==> src/rtl/vga_edit_ctrl_if.sv <==
// Button/alarm inputs and display-overlay outputs exchanged between the
// button front end (master) and the edit controller (slave).
interface vga_edit_ctrl_if;
    logic       btn_mode;
    logic       btn_prog;
    logic       btn_der;
    logic       btn_izq;
    logic       btn_stop;
    logic       crono_fin;

    logic [1:0] vista;
    logic       prog_activo;
    logic [1:0] campo;
    logic       bandera_Hhora;
    logic       bandera_Mhora;
    logic       bandera_Shora;
    logic       bandera_Dfecha;
    logic       bandera_Mfecha;
    logic       bandera_Afecha;
    logic       bandera_Hcrono;
    logic       bandera_Mcrono;
    logic       bandera_Scrono;
    logic       activring;

    modport master (
        output btn_mode, btn_prog, btn_der, btn_izq, btn_stop, crono_fin,
        input  vista, prog_activo, campo,
               bandera_Hhora, bandera_Mhora, bandera_Shora,
               bandera_Dfecha, bandera_Mfecha, bandera_Afecha,
               bandera_Hcrono, bandera_Mcrono, bandera_Scrono,
               activring
    );

    modport slave (
        input  btn_mode, btn_prog, btn_der, btn_izq, btn_stop, crono_fin,
        output vista, prog_activo, campo,
               bandera_Hhora, bandera_Mhora, bandera_Shora,
               bandera_Dfecha, bandera_Mfecha, bandera_Afecha,
               bandera_Hcrono, bandera_Mcrono, bandera_Scrono,
               activring
    );
endinterface

==> src/rtl/vga_edit_ctrl.sv <==
// Clock/date/stopwatch overlay sequencer: view selection, programming-mode
// cursor with blinking field highlight, and the stopwatch alarm indicator.
module vga_edit_ctrl #(
    parameter int unsigned BLINK_HALF   = 25_000_000,
    parameter int unsigned EDIT_TIMEOUT = 500_000_000,
    parameter int unsigned RING_CYCLES  = 1_000_000_000
) (
    input  logic           clk,
    input  logic           reset,
    vga_edit_ctrl_if.slave bus
);

    localparam int unsigned CNT_W  = 32;
    localparam int unsigned NFLAGS = 9;

    typedef enum logic [1:0] {
        IDLE       = 2'd0,
        EDIT_HORA  = 2'd1,
        EDIT_FECHA = 2'd2,
        EDIT_CRONO = 2'd3
    } state_t;

    state_t             state_q, state_d;
    logic [1:0]         vista_q, vista_d;
    logic [1:0]         campo_q, campo_d;
    logic               phase_q, phase_d;
    logic [CNT_W-1:0]   blink_cnt_q, blink_cnt_d;
    logic [CNT_W-1:0]   tmo_cnt_q, tmo_cnt_d;
    logic               prog_q, prog_d;
    logic [NFLAGS-1:0]  flags_q, flags_d;
    logic               ring_q, ring_d;
    logic [CNT_W-1:0]   ring_cnt_q, ring_cnt_d;

    logic               any_btn;
    logic               move_fwd;
    logic               move_bwd;
    logic [3:0]         flag_idx;

    function automatic state_t edit_state(input logic [1:0] v);
        case (v)
            2'd0:    return EDIT_HORA;
            2'd1:    return EDIT_FECHA;
            default: return EDIT_CRONO;
        endcase
    endfunction

    // btn_stop counts as activity for the edit timeout even though the FSM ignores it
    assign any_btn  = bus.btn_mode | bus.btn_prog | bus.btn_der | bus.btn_izq | bus.btn_stop;
    assign move_fwd = bus.btn_der & ~bus.btn_izq;
    assign move_bwd = bus.btn_izq & ~bus.btn_der;

    always_comb begin
        state_d     = state_q;
        vista_d     = vista_q;
        campo_d     = campo_q;
        phase_d     = phase_q;
        blink_cnt_d = blink_cnt_q;
        tmo_cnt_d   = tmo_cnt_q;

        case (state_q)
            IDLE: begin
                campo_d     = 2'd0;
                phase_d     = 1'b1;
                blink_cnt_d = '0;
                tmo_cnt_d   = '0;
                if (bus.btn_prog) begin
                    state_d = edit_state(vista_q);
                end else if (bus.btn_mode) begin
                    vista_d = (vista_q == 2'd2) ? 2'd0 : 2'(vista_q + 2'd1);
                end
            end

            EDIT_HORA, EDIT_FECHA, EDIT_CRONO: begin
                if (bus.btn_prog) begin
                    state_d     = IDLE;
                    campo_d     = 2'd0;
                    phase_d     = 1'b1;
                    blink_cnt_d = '0;
                    tmo_cnt_d   = '0;
                end else begin
                    if (move_fwd || move_bwd) begin
                        if (move_fwd) begin
                            campo_d = (campo_q == 2'd2) ? 2'd0 : 2'(campo_q + 2'd1);
                        end else begin
                            campo_d = (campo_q == 2'd0) ? 2'd2 : 2'(campo_q - 2'd1);
                        end
                        phase_d     = 1'b1;
                        blink_cnt_d = '0;
                    end else if (blink_cnt_q == CNT_W'(BLINK_HALF - 1)) begin
                        phase_d     = ~phase_q;
                        blink_cnt_d = '0;
                    end else begin
                        blink_cnt_d = CNT_W'(blink_cnt_q + CNT_W'(1));
                    end

                    // Silent edit session times out back to IDLE
                    if (any_btn) begin
                        tmo_cnt_d = '0;
                    end else if (tmo_cnt_q == CNT_W'(EDIT_TIMEOUT - 1)) begin
                        state_d     = IDLE;
                        campo_d     = 2'd0;
                        phase_d     = 1'b1;
                        blink_cnt_d = '0;
                        tmo_cnt_d   = '0;
                    end else begin
                        tmo_cnt_d = CNT_W'(tmo_cnt_q + CNT_W'(1));
                    end
                end
            end
        endcase
    end

    // Highlight decode from next-cycle state so flags line up with vista/campo
    always_comb begin
        prog_d   = (state_d != IDLE);
        flag_idx = 4'(4'(vista_d) * 4'd3 + 4'(campo_d));
        flags_d  = '0;
        if (prog_d && phase_d) begin
            flags_d[flag_idx] = 1'b1;
        end
    end

    // Alarm runs independently of the edit FSM; a new crono_fin always restarts it
    always_comb begin
        ring_d     = ring_q;
        ring_cnt_d = ring_cnt_q;
        if (bus.crono_fin) begin
            ring_d     = 1'b1;
            ring_cnt_d = '0;
        end else if (ring_q) begin
            if (bus.btn_stop || (ring_cnt_q == CNT_W'(RING_CYCLES - 1))) begin
                ring_d     = 1'b0;
                ring_cnt_d = '0;
            end else begin
                ring_cnt_d = CNT_W'(ring_cnt_q + CNT_W'(1));
            end
        end
    end

    always_ff @(posedge clk or posedge reset) begin
        if (reset) begin
            state_q     <= IDLE;
            vista_q     <= 2'd0;
            campo_q     <= 2'd0;
            phase_q     <= 1'b1;
            blink_cnt_q <= '0;
            tmo_cnt_q   <= '0;
            prog_q      <= 1'b0;
            flags_q     <= '0;
            ring_q      <= 1'b0;
            ring_cnt_q  <= '0;
        end else begin
            state_q     <= state_d;
            vista_q     <= vista_d;
            campo_q     <= campo_d;
            phase_q     <= phase_d;
            blink_cnt_q <= blink_cnt_d;
            tmo_cnt_q   <= tmo_cnt_d;
            prog_q      <= prog_d;
            flags_q     <= flags_d;
            ring_q      <= ring_d;
            ring_cnt_q  <= ring_cnt_d;
        end
    end

    assign bus.vista          = vista_q;
    assign bus.prog_activo    = prog_q;
    assign bus.campo          = campo_q;
    assign bus.bandera_Hhora  = flags_q[0];
    assign bus.bandera_Mhora  = flags_q[1];
    assign bus.bandera_Shora  = flags_q[2];
    assign bus.bandera_Dfecha = flags_q[3];
    assign bus.bandera_Mfecha = flags_q[4];
    assign bus.bandera_Afecha = flags_q[5];
    assign bus.bandera_Hcrono = flags_q[6];
    assign bus.bandera_Mcrono = flags_q[7];
    assign bus.bandera_Scrono = flags_q[8];
    assign bus.activring      = ring_q;

endmodule
==> src/flat_wrapper.sv <==
// flat-port wrapper written by rule: the top's interface ports become plain ports
module vga_edit_ctrl_flat 
#(
    parameter int unsigned BLINK_HALF   = 25_000_000,
    parameter int unsigned EDIT_TIMEOUT = 500_000_000,
    parameter int unsigned RING_CYCLES  = 1_000_000_000
)
  (clk, reset, bus_btn_mode, bus_btn_prog, bus_btn_der, bus_btn_izq, bus_btn_stop, bus_crono_fin, bus_vista, bus_prog_activo, bus_campo, bus_bandera_Hhora, bus_bandera_Mhora, bus_bandera_Shora, bus_bandera_Dfecha, bus_bandera_Mfecha, bus_bandera_Afecha, bus_bandera_Hcrono, bus_bandera_Mcrono, bus_bandera_Scrono, bus_activring);
  vga_edit_ctrl_if bus_i ();
  input  logic clk;
  input  logic reset;
  input wire logic [$bits(bus_i.btn_mode)-1:0] bus_btn_mode;
  input wire logic [$bits(bus_i.btn_prog)-1:0] bus_btn_prog;
  input wire logic [$bits(bus_i.btn_der)-1:0] bus_btn_der;
  input wire logic [$bits(bus_i.btn_izq)-1:0] bus_btn_izq;
  input wire logic [$bits(bus_i.btn_stop)-1:0] bus_btn_stop;
  input wire logic [$bits(bus_i.crono_fin)-1:0] bus_crono_fin;
  output wire logic [$bits(bus_i.vista)-1:0] bus_vista;
  output wire logic [$bits(bus_i.prog_activo)-1:0] bus_prog_activo;
  output wire logic [$bits(bus_i.campo)-1:0] bus_campo;
  output wire logic [$bits(bus_i.bandera_Hhora)-1:0] bus_bandera_Hhora;
  output wire logic [$bits(bus_i.bandera_Mhora)-1:0] bus_bandera_Mhora;
  output wire logic [$bits(bus_i.bandera_Shora)-1:0] bus_bandera_Shora;
  output wire logic [$bits(bus_i.bandera_Dfecha)-1:0] bus_bandera_Dfecha;
  output wire logic [$bits(bus_i.bandera_Mfecha)-1:0] bus_bandera_Mfecha;
  output wire logic [$bits(bus_i.bandera_Afecha)-1:0] bus_bandera_Afecha;
  output wire logic [$bits(bus_i.bandera_Hcrono)-1:0] bus_bandera_Hcrono;
  output wire logic [$bits(bus_i.bandera_Mcrono)-1:0] bus_bandera_Mcrono;
  output wire logic [$bits(bus_i.bandera_Scrono)-1:0] bus_bandera_Scrono;
  output wire logic [$bits(bus_i.activring)-1:0] bus_activring;
  assign bus_i.btn_mode = bus_btn_mode;
  assign bus_i.btn_prog = bus_btn_prog;
  assign bus_i.btn_der = bus_btn_der;
  assign bus_i.btn_izq = bus_btn_izq;
  assign bus_i.btn_stop = bus_btn_stop;
  assign bus_i.crono_fin = bus_crono_fin;
  assign bus_vista = bus_i.vista;
  assign bus_prog_activo = bus_i.prog_activo;
  assign bus_campo = bus_i.campo;
  assign bus_bandera_Hhora = bus_i.bandera_Hhora;
  assign bus_bandera_Mhora = bus_i.bandera_Mhora;
  assign bus_bandera_Shora = bus_i.bandera_Shora;
  assign bus_bandera_Dfecha = bus_i.bandera_Dfecha;
  assign bus_bandera_Mfecha = bus_i.bandera_Mfecha;
  assign bus_bandera_Afecha = bus_i.bandera_Afecha;
  assign bus_bandera_Hcrono = bus_i.bandera_Hcrono;
  assign bus_bandera_Mcrono = bus_i.bandera_Mcrono;
  assign bus_bandera_Scrono = bus_i.bandera_Scrono;
  assign bus_activring = bus_i.activring;
  vga_edit_ctrl #(.BLINK_HALF(BLINK_HALF), .EDIT_TIMEOUT(EDIT_TIMEOUT), .RING_CYCLES(RING_CYCLES)) u_core (.clk(clk), .reset(reset), .bus(bus_i));
endmodule
==> config.mk <==
export PLATFORM = sky130hd
export DESIGN_NAME = vga_edit_ctrl_flat
export DESIGN_NICKNAME = d
export VERILOG_FILES = /design/src/rtl/vga_edit_ctrl_if.sv /design/src/rtl/vga_edit_ctrl.sv /design/src/flat_wrapper.sv
export SDC_FILE = /design/constraint.sdc
export NUM_CORES = 1
export LEC_CHECK = 0
export CORE_UTILIZATION = 56
export DETAILED_ROUTE_END_ITERATION = 10
export MAX_ROUTING_LAYER = met4
export PLACE_DENSITY = 0.78
export RECOVER_POWER = 50
export SETUP_SLACK_MARGIN = 0.2
export SYNTH_ARGS = -nofsm -noshare
export SYNTH_HDL_FRONTEND = slang
export SYNTH_SLANG_ARGS = --single-unit
==> constraint.sdc <==
create_clock -name clk -period 6.1 [get_ports clk]
set_input_delay 1.22 -clock clk [delete_from_list [all_inputs] [get_ports clk]]
set_output_delay 1.22 -clock clk [all_outputs]
set_load 0.01 [all_outputs]
==> flow_metrics.env, run 1 <==
export IMPL_num_antenna_cells=0
export IMPL_fin_skew_ns=0.007186
export IMPL_drt_total_wl_mm=12.98
export IMPL_io_buffers=22
export IMPL_cp_required_ns=6.53
export IMPL_crit_type="input pin to flop"
export IMPL_path_max_fanout=34
export IMPL_postSynth_asyncResetShare_pct=100.0
export IMPL_netlist_top_cells_area="dfrtp_1, xnor2_1, nor2_1"
export IMPL_synth_distinct_cells=54
export IMPL_worst_pin_slew_ns=3.378
export IMPL_antenna_found_initial=0
export IMPL_reg2reg_to="u_core.ring_cnt_q[23]"
export IMPL_slowest_delay_ns=2.08
export IMPL_powerDensity_mw_per_mm2=322.8
export IMPL_yosysTopAreaCellShare_pct=46.57
export IMPL_clock_sinks=114
export IMPL_seqCellArea_sq_mm=0.002854
export IMPL_muxShareOfSynthArea_pct=1.030
export IMPL_worstHoldPathType="flop to flop"
export IMPL_fp_dieH_um=106.1
export IMPL_synth_xor_area_share_pct=8.510
export IMPL_status="finished with violations"
export IMPL_layout_drive_gt1_share_pct=8.209
export IMPL_rsz0062_at_grt="no"
export IMPL_slowest_stage="a311oi_1"
export IMPL_cts_tree="done"
export IMPL_r2r_start="u_core.ring_cnt_q[27]"
export IMPL_max_slew_margin_rel_pct=-126.4
export IMPL_whs_path_depth=1
export IMPL_grtUsageTotal_pct=25.55
export IMPL_final_min_clock_period_ns=4.655
export IMPL_numCtsBuffers=17
export IMPL_start_util_pct=58.29
export IMPL_syn_area_sq_mm=0.006072
export IMPL_via_count=4890
export IMPL_violations="capacitance limit, slew limit"
export IMPL_leakage_nw=2.713
export IMPL_min_to="u_core.blink_cnt_q[0]"
export IMPL_clkTransAtPathRegs_ns=0.06
export IMPL_syn_area_per_cell_sq_um=9.532
export IMPL_finalCritPeriodShare_pct=76.31
export IMPL_syn_inst=637
export IMPL_worst_r2r_setup_slack_ns=1.80
export IMPL_dp_hpwl_mm=8.291
export IMPL_whs_ns=0.4808
export IMPL_htree_levels=4
export IMPL_root_buffer="clkbuf_8"
export IMPL_grt_pass1_wl_mm=21.84
export IMPL_gr_total_overflow=0
export IMPL_first_pass_iters=7
export IMPL_clock_path_buffers=2
export IMPL_fp_dieW_um=106.1
export IMPL_fin_setup_tns_ns=0
export IMPL_fmax_ghz=0.2148
export IMPL_drc=0
export IMPL_yosysWarnings=0
export IMPL_synth_compound_area_share_pct=7.789
export IMPL_nFillCells=786
export IMPL_drv_slew=106
export IMPL_ir_worst_vdd_mv=0.2805
export IMPL_synth_nets=656
export IMPL_setup_viol_count_final=0
export IMPL_die_area_sq_mm=0.01126
export IMPL_synth_edf_count=0
export IMPL_clk_latency_ns=0.52
export IMPL_coreArea_sq_mm=0.01042
export IMPL_ys_flop_type="dfrtp_1"
export IMPL_synthToLayoutAreaGrowth_pct=15.68
export IMPL_fin_nets=676
export IMPL_rows=37
export IMPL_synth_top_family_by_area="simple AND/OR/NAND/NOR gates"
export IMPL_hold_path_startpoint="u_core.blink_cnt_q[0]"
export IMPL_ff2ff_path_depth=6
export IMPL_ant_nets=0
export IMPL_io_pins=23
export IMPL_ys_seq_area_share_pct=47.00
export IMPL_yosys_area_share_simple_pct=29.49
export IMPL_cts_resized=0
export IMPL_synthAdderAreaFrac_pct=2.514
export IMPL_postCtsHoldBufs=0
export IMPL_gp_congestion=0.8049
export IMPL_first_global_vias=4593
export IMPL_worst_setup_path_end_kind="flop"
export IMPL_start_kind="input pin"
export IMPL_synth_area_leader_cell="dfrtp_1"
export IMPL_hold_viol=0
export IMPL_crit_arrival_ns=5.08
export IMPL_drt_iter0_drc=343
export IMPL_grt_start_max_net_pins=79
export IMPL_path_cells="clkdlybuf4s50_1 > nand2b_1 > a311oi_1 > buf_4 > nand4_1 > o31ai_1"
export IMPL_cap_viol_max_count=2
export IMPL_multi_input_area_sq_mm=0.002989
export IMPL_avgViaCountPerCell=6.067
export IMPL_wl_per_cell_um=16.10
export IMPL_power_mw=2.268
export IMPL_postCtsSetupRepairBufs=0
export IMPL_ys_ff_latch=114
==> sequential cells by signal (all words and copies together), names as in the netlist <==
signal / cells
u_core.blink_cnt_q: 32
u_core.ring_cnt_q: 32
u_core.tmo_cnt_q: 32
u_core.flags_q: 9
u_core.bus.campo: 2
u_core.bus.vista: 2
u_core.state_q: 2
u_core.bus.activring: 1
u_core.bus.prog_activo: 1
u_core.phase_q: 1
==> cells in the mapped netlist, types with 5 or more instances <==
master	n
and3_1	13
or3_1	7
inv_1	26
nor3_1	24
xor2_1	11
nand2_1	43
ha_1	9
a21oi_1	19
nand3_1	45
nor2_1	88
a31oi_1	22
o21ai_0	6
buf_2	6
nand4_1	22
clkbuf_1	13
and4_1	15
a41oi_1	6
dfrtp_1	113
nor4_2	5
nand2b_1	9
nor4_1	26
xnor2_1	48
==> final cells by class <==
type	instances	share of cell area [%]
multi-input combinational	473	42.55
timing repair buffer	25	3.420
sequential	114	40.63
clock inverter	13	3.278
clock buffer	19	6.288
inverter	26	1.407
tap	136	2.423
==> worst max-delay path by stage <==
stage,startpoint,endpoint,slack (ns),cells after the start
5_1_grt,bus_btn_stop,u_core.ring_cnt_q[23],1.15,6
6_report,bus_btn_stop,u_core.ring_cnt_q[23],1.45,6
2_1_floorplan,reset,u_core.blink_cnt_q[0],1.87,1
4_1_cts,bus_btn_prog,u_core.flags_q[8],1.69,11
3_5_place_dp,bus_btn_prog,u_core.flags_q[8],1.18,10
3_3_place_gp,bus_btn_prog,u_core.flags_q[0],1.34,12
==> cells by family after synthesis <==
family,Yosys count
muxes,6
and+or+nand+nor,326
buffers and inverters,50
AOI/OAI and AO/OA,71
adders and majority gates,11
DFF,114
xor gates and xnor gates,59
==> placed cells by master, fill, tap and decap left out, types with 3 or more instances in the layout <==
cell and instances:
a21oi_1 19, a31oi_1 22, a41oi_1 6, and2_1 4, and3_1 13, and4_1 15
bufinv_16 6, clkbuf_16 16, clkbuf_8 3, clkdlybuf4s50_1 17, clkinvlp_4 3, dfrtp_1 113
dlygate4sd3_1 5, ha_1 9, inv_1 25, mux2i_1 4, nand2_1 43, nand2b_1 9
nand3_1 45, nand4_1 22, nor2_1 88, nor3_1 24, nor4_1 26, nor4_2 5
nor4b_1 3, o21ai_0 6, o31ai_1 3, or2_2 4, or3_1 7, or4_1 3
xnor2_1 48, xor2_1 11
==> per-stage QoR <==
step / area (sq um) / util [%] / worst slack, ns / instances
floorplan: 6072 / - / 1.866 / 637
global placement: 6374 / 61.19 / 1.344 / 774
detailed placement: 6374 / 61.19 / 1.179 / 774
CTS: 7046 / 67.64 / 1.692 / 806
global route: 7024 / 67.44 / 1.151 / 806
finish: 7024 / 67.44 / 1.445 / 806
==> routing by layer <==
layer	wire length [um]	GRT usage, %
met2	6385	39.75
met3	659	6.867
met1	5724	31.85
met5	0	-
met4	208	10.12
==> where the power goes <==
group          internal, mW  switching [mW]  total [mW]  leakage [nW]
Sequential            0.798          0.0278       0.826          1.58
Combinational         0.138           0.191       0.329         0.817
Clock                 0.767           0.346        1.11         0.320
==> critical path, delay by kind of cell <==
| family | cells | cell delay, ns |
|---|---|---|
| AO/OA/AOI/OAI | 2 | 2.36 |
| buffers and inverters | 2 | 1.05 |
| AND/OR/NAND/NOR | 2 | 0.44 |
(Power assumes the default switching activity.)
==> run 2, diff against run 1 <==
Settings changed: CORE_UTILIZATION 56 to 55, PLACE_DENSITY 0.78 to 0.8.
Clock period 6.1 ns to 4.05 ns, I/O delays scaled along.
==> run 2 against run 1 <==
The flow still finishes with violations (capacitance limit, slew limit). First-iteration DRC count grew 7.0%. Register-to-register slack lost 1.4 ns. Sequential power grew 50%. Cell count grew 1.6%. Combinational power grew 67%. Setup slack lost 1.1 ns. Critical path type unchanged. Critical endpoint is now u_core.flags_q[8].
==> flow_metrics.env, run 2 (synthesis results as in run 1) <==
export IMPL_rows=37
export IMPL_fmax_ghz=0.2667
export IMPL_violations="capacitance limit, slew limit"
export IMPL_start_kind="input pin"
export IMPL_layout_common_cells="dfrtp_1, nor2_1, xnor2_1"
export IMPL_io_pins=23
export IMPL_path_max_fanout=3
export IMPL_status="finished with violations"
export IMPL_worst_setup_path_end_kind="flop"
export IMPL_worst_pin_slew_ns=2.292
export IMPL_synthToLayoutAreaGrowth_pct=15.89
export IMPL_rsz0062_at_grt="no"
export IMPL_first_global_vias=4793
export IMPL_final_common_cell="dfrtp_1"
export IMPL_gp_congestion=0.8298
export IMPL_powerDensity_mw_per_mm2=464.2
export IMPL_hold_viol=0
export IMPL_coreArea_sq_mm=0.01051
export IMPL_htree_levels=4
export IMPL_cp_startpoint="bus_btn_izq"
export IMPL_drv_slew=61
export IMPL_post_place_cells=787
export IMPL_grt_start_max_net_pins=61
export IMPL_ant_nets=0
export IMPL_via_count=5013
export IMPL_clock_sinks=114
export IMPL_setup_viol_count_final=0
export IMPL_crit_type="input pin to flop"
export IMPL_max_slew_margin_rel_pct=-52.95
export IMPL_drc=0
export IMPL_reg_top3="u_core.blink_cnt_q (32), u_core.ring_cnt_q (32), u_core.tmo_cnt_q (32)"
export IMPL_fp_dieW_um=107.1
export IMPL_postCtsSetupRepairBufs=0
export IMPL_numCtsBuffers=17
export IMPL_clkTransAtPathRegs_ns=0.05
export IMPL_grt_pass1_wl_mm=23.03
export IMPL_ff2ff_path_depth=11
export IMPL_final_min_clock_period_ns=3.749
export IMPL_layout_drive_gt1_share_pct=9.078
export IMPL_first_pass_iters=5
export IMPL_worst_r2r_setup_slack_ns=0.44
export IMPL_cts_resized=0
export IMPL_wl_per_cell_um=16.73
export IMPL_r2r_start="u_core.tmo_cnt_q[0]"
export IMPL_cts_tree="done"
export IMPL_hold_path_startpoint="u_core.blink_cnt_q[0]"
export IMPL_finalCritPeriodShare_pct=92.58
export IMPL_setup_slack_ns=0.3006
export IMPL_antenna_found_initial=0
export IMPL_avgViaCountPerCell=6.121
export IMPL_fin_nets=689
export IMPL_fp_dieH_um=107.1
export IMPL_fin_skew_ns=0.005961
export IMPL_whs_path_depth=1
export IMPL_gr_total_overflow=0
export IMPL_clk_latency_ns=0.51
export IMPL_num_antenna_cells=0
export IMPL_root_buffer="clkbuf_8"
export IMPL_final_cells=819
export IMPL_clock_path_buffers=2
export IMPL_ir_worst_vdd_mv=0.4573
export IMPL_start_util_pct=57.78
export IMPL_cp_required_ns=4.48
export IMPL_drt_iter0_drc=367
export IMPL_whs_ns=0.4906
export IMPL_dp_hpwl_mm=8.620
export IMPL_crit_arrival_ns=4.18
export IMPL_cap_viol_max_count=1
export IMPL_die_area_sq_mm=0.01146
export IMPL_pre_cts_ws_ns=-0.1135
export IMPL_worstHoldPathType="flop to flop"
export IMPL_fin_util_pct=66.96
export IMPL_drt_total_wl_mm=13.70
export IMPL_io_buffers=22
export IMPL_grtUsageTotal_pct=26.32
export IMPL_leakage_nw=2.732
export IMPL_postCtsHoldBufs=0
==> run 2: cell types whose count changed in the layout (fill, tap and decap cells not counted), moves of 3 or more <==
| cell | delta |
|---|---|
| clkbuf_1 | +5 |
| clkinv_2 | +4 |
| clkdlybuf4s50_1 | +4 |
| dlygate4sd3_1 | -4 |
| buf_4 | +9 |
| bufinv_16 | -3 |
==> run 2: area by class of cell <==
type / instances / area (sq um)
fill: 774 / 3472
multi-input combinational: 473 / 3007
sequential: 114 / 2854
clock buffer: 21 / 449.2
timing repair buffer: 38 / 324.1
tap: 136 / 170.2
clock inverter: 11 / 135.1
inverter: 26 / 97.59
==> run 2: per-layer routing <==
| layer | GRT usage (%) | part of all wire [%] |
|---|---|---|
| met5 | - | 0 |
| met4 | 7.730 | 1.3 |
| met3 | 6.505 | 3.8 |
| met2 | 42.49 | 51 |
| met1 | 32.97 | 43 |
==> run 2: final timing paths <==
check / end
max: u_core.flags_q[8]
min: u_core.blink_cnt_q[0]
max reg2reg: u_core.flags_q[8]
min reg2reg: u_core.blink_cnt_q[0]
max in group asynchronous: u_core.ring_cnt_q[12]
min in group asynchronous: u_core.ring_cnt_q[23]
==> run 2: critical path, cell delays in order <==
cell	delay (ns)
clkdlybuf4s50_1	0.50
inv_1	0.06
ha_1	0.22
nor2_1	0.11
a21oi_1	0.05
o21ai_0	0.16
nand3_1	0.16
fa_1	0.57
inv_1	0.04
ha_1	0.20
fa_1	0.49
or4b_2	0.64
nor3_1	0.16
==> run 2: metrics by stage <==
| step | setup TNS, ns | area [sq um] | power (mW) |
|---|---|---|---|
| final | 0 | 7037 | 3.267 |
| after global routing | 0 | 7037 | 3.396 |
| after CTS | 0 | 7056 | 3.278 |
| after detailed placement | -0.1998 | 6471 | 1.789 |
| after global placement | -0.04747 | 6471 | 1.775 |
| after floorplan | 0 | 6072 | 1.571 |
==> run 2: where the power goes <==
part | switching (mW) | internal [mW]
combinational | 0.310 | 0.241
clock | 0.514 | 0.962
sequential | 0.0384 | 1.20
total | 0.862 | 2.40
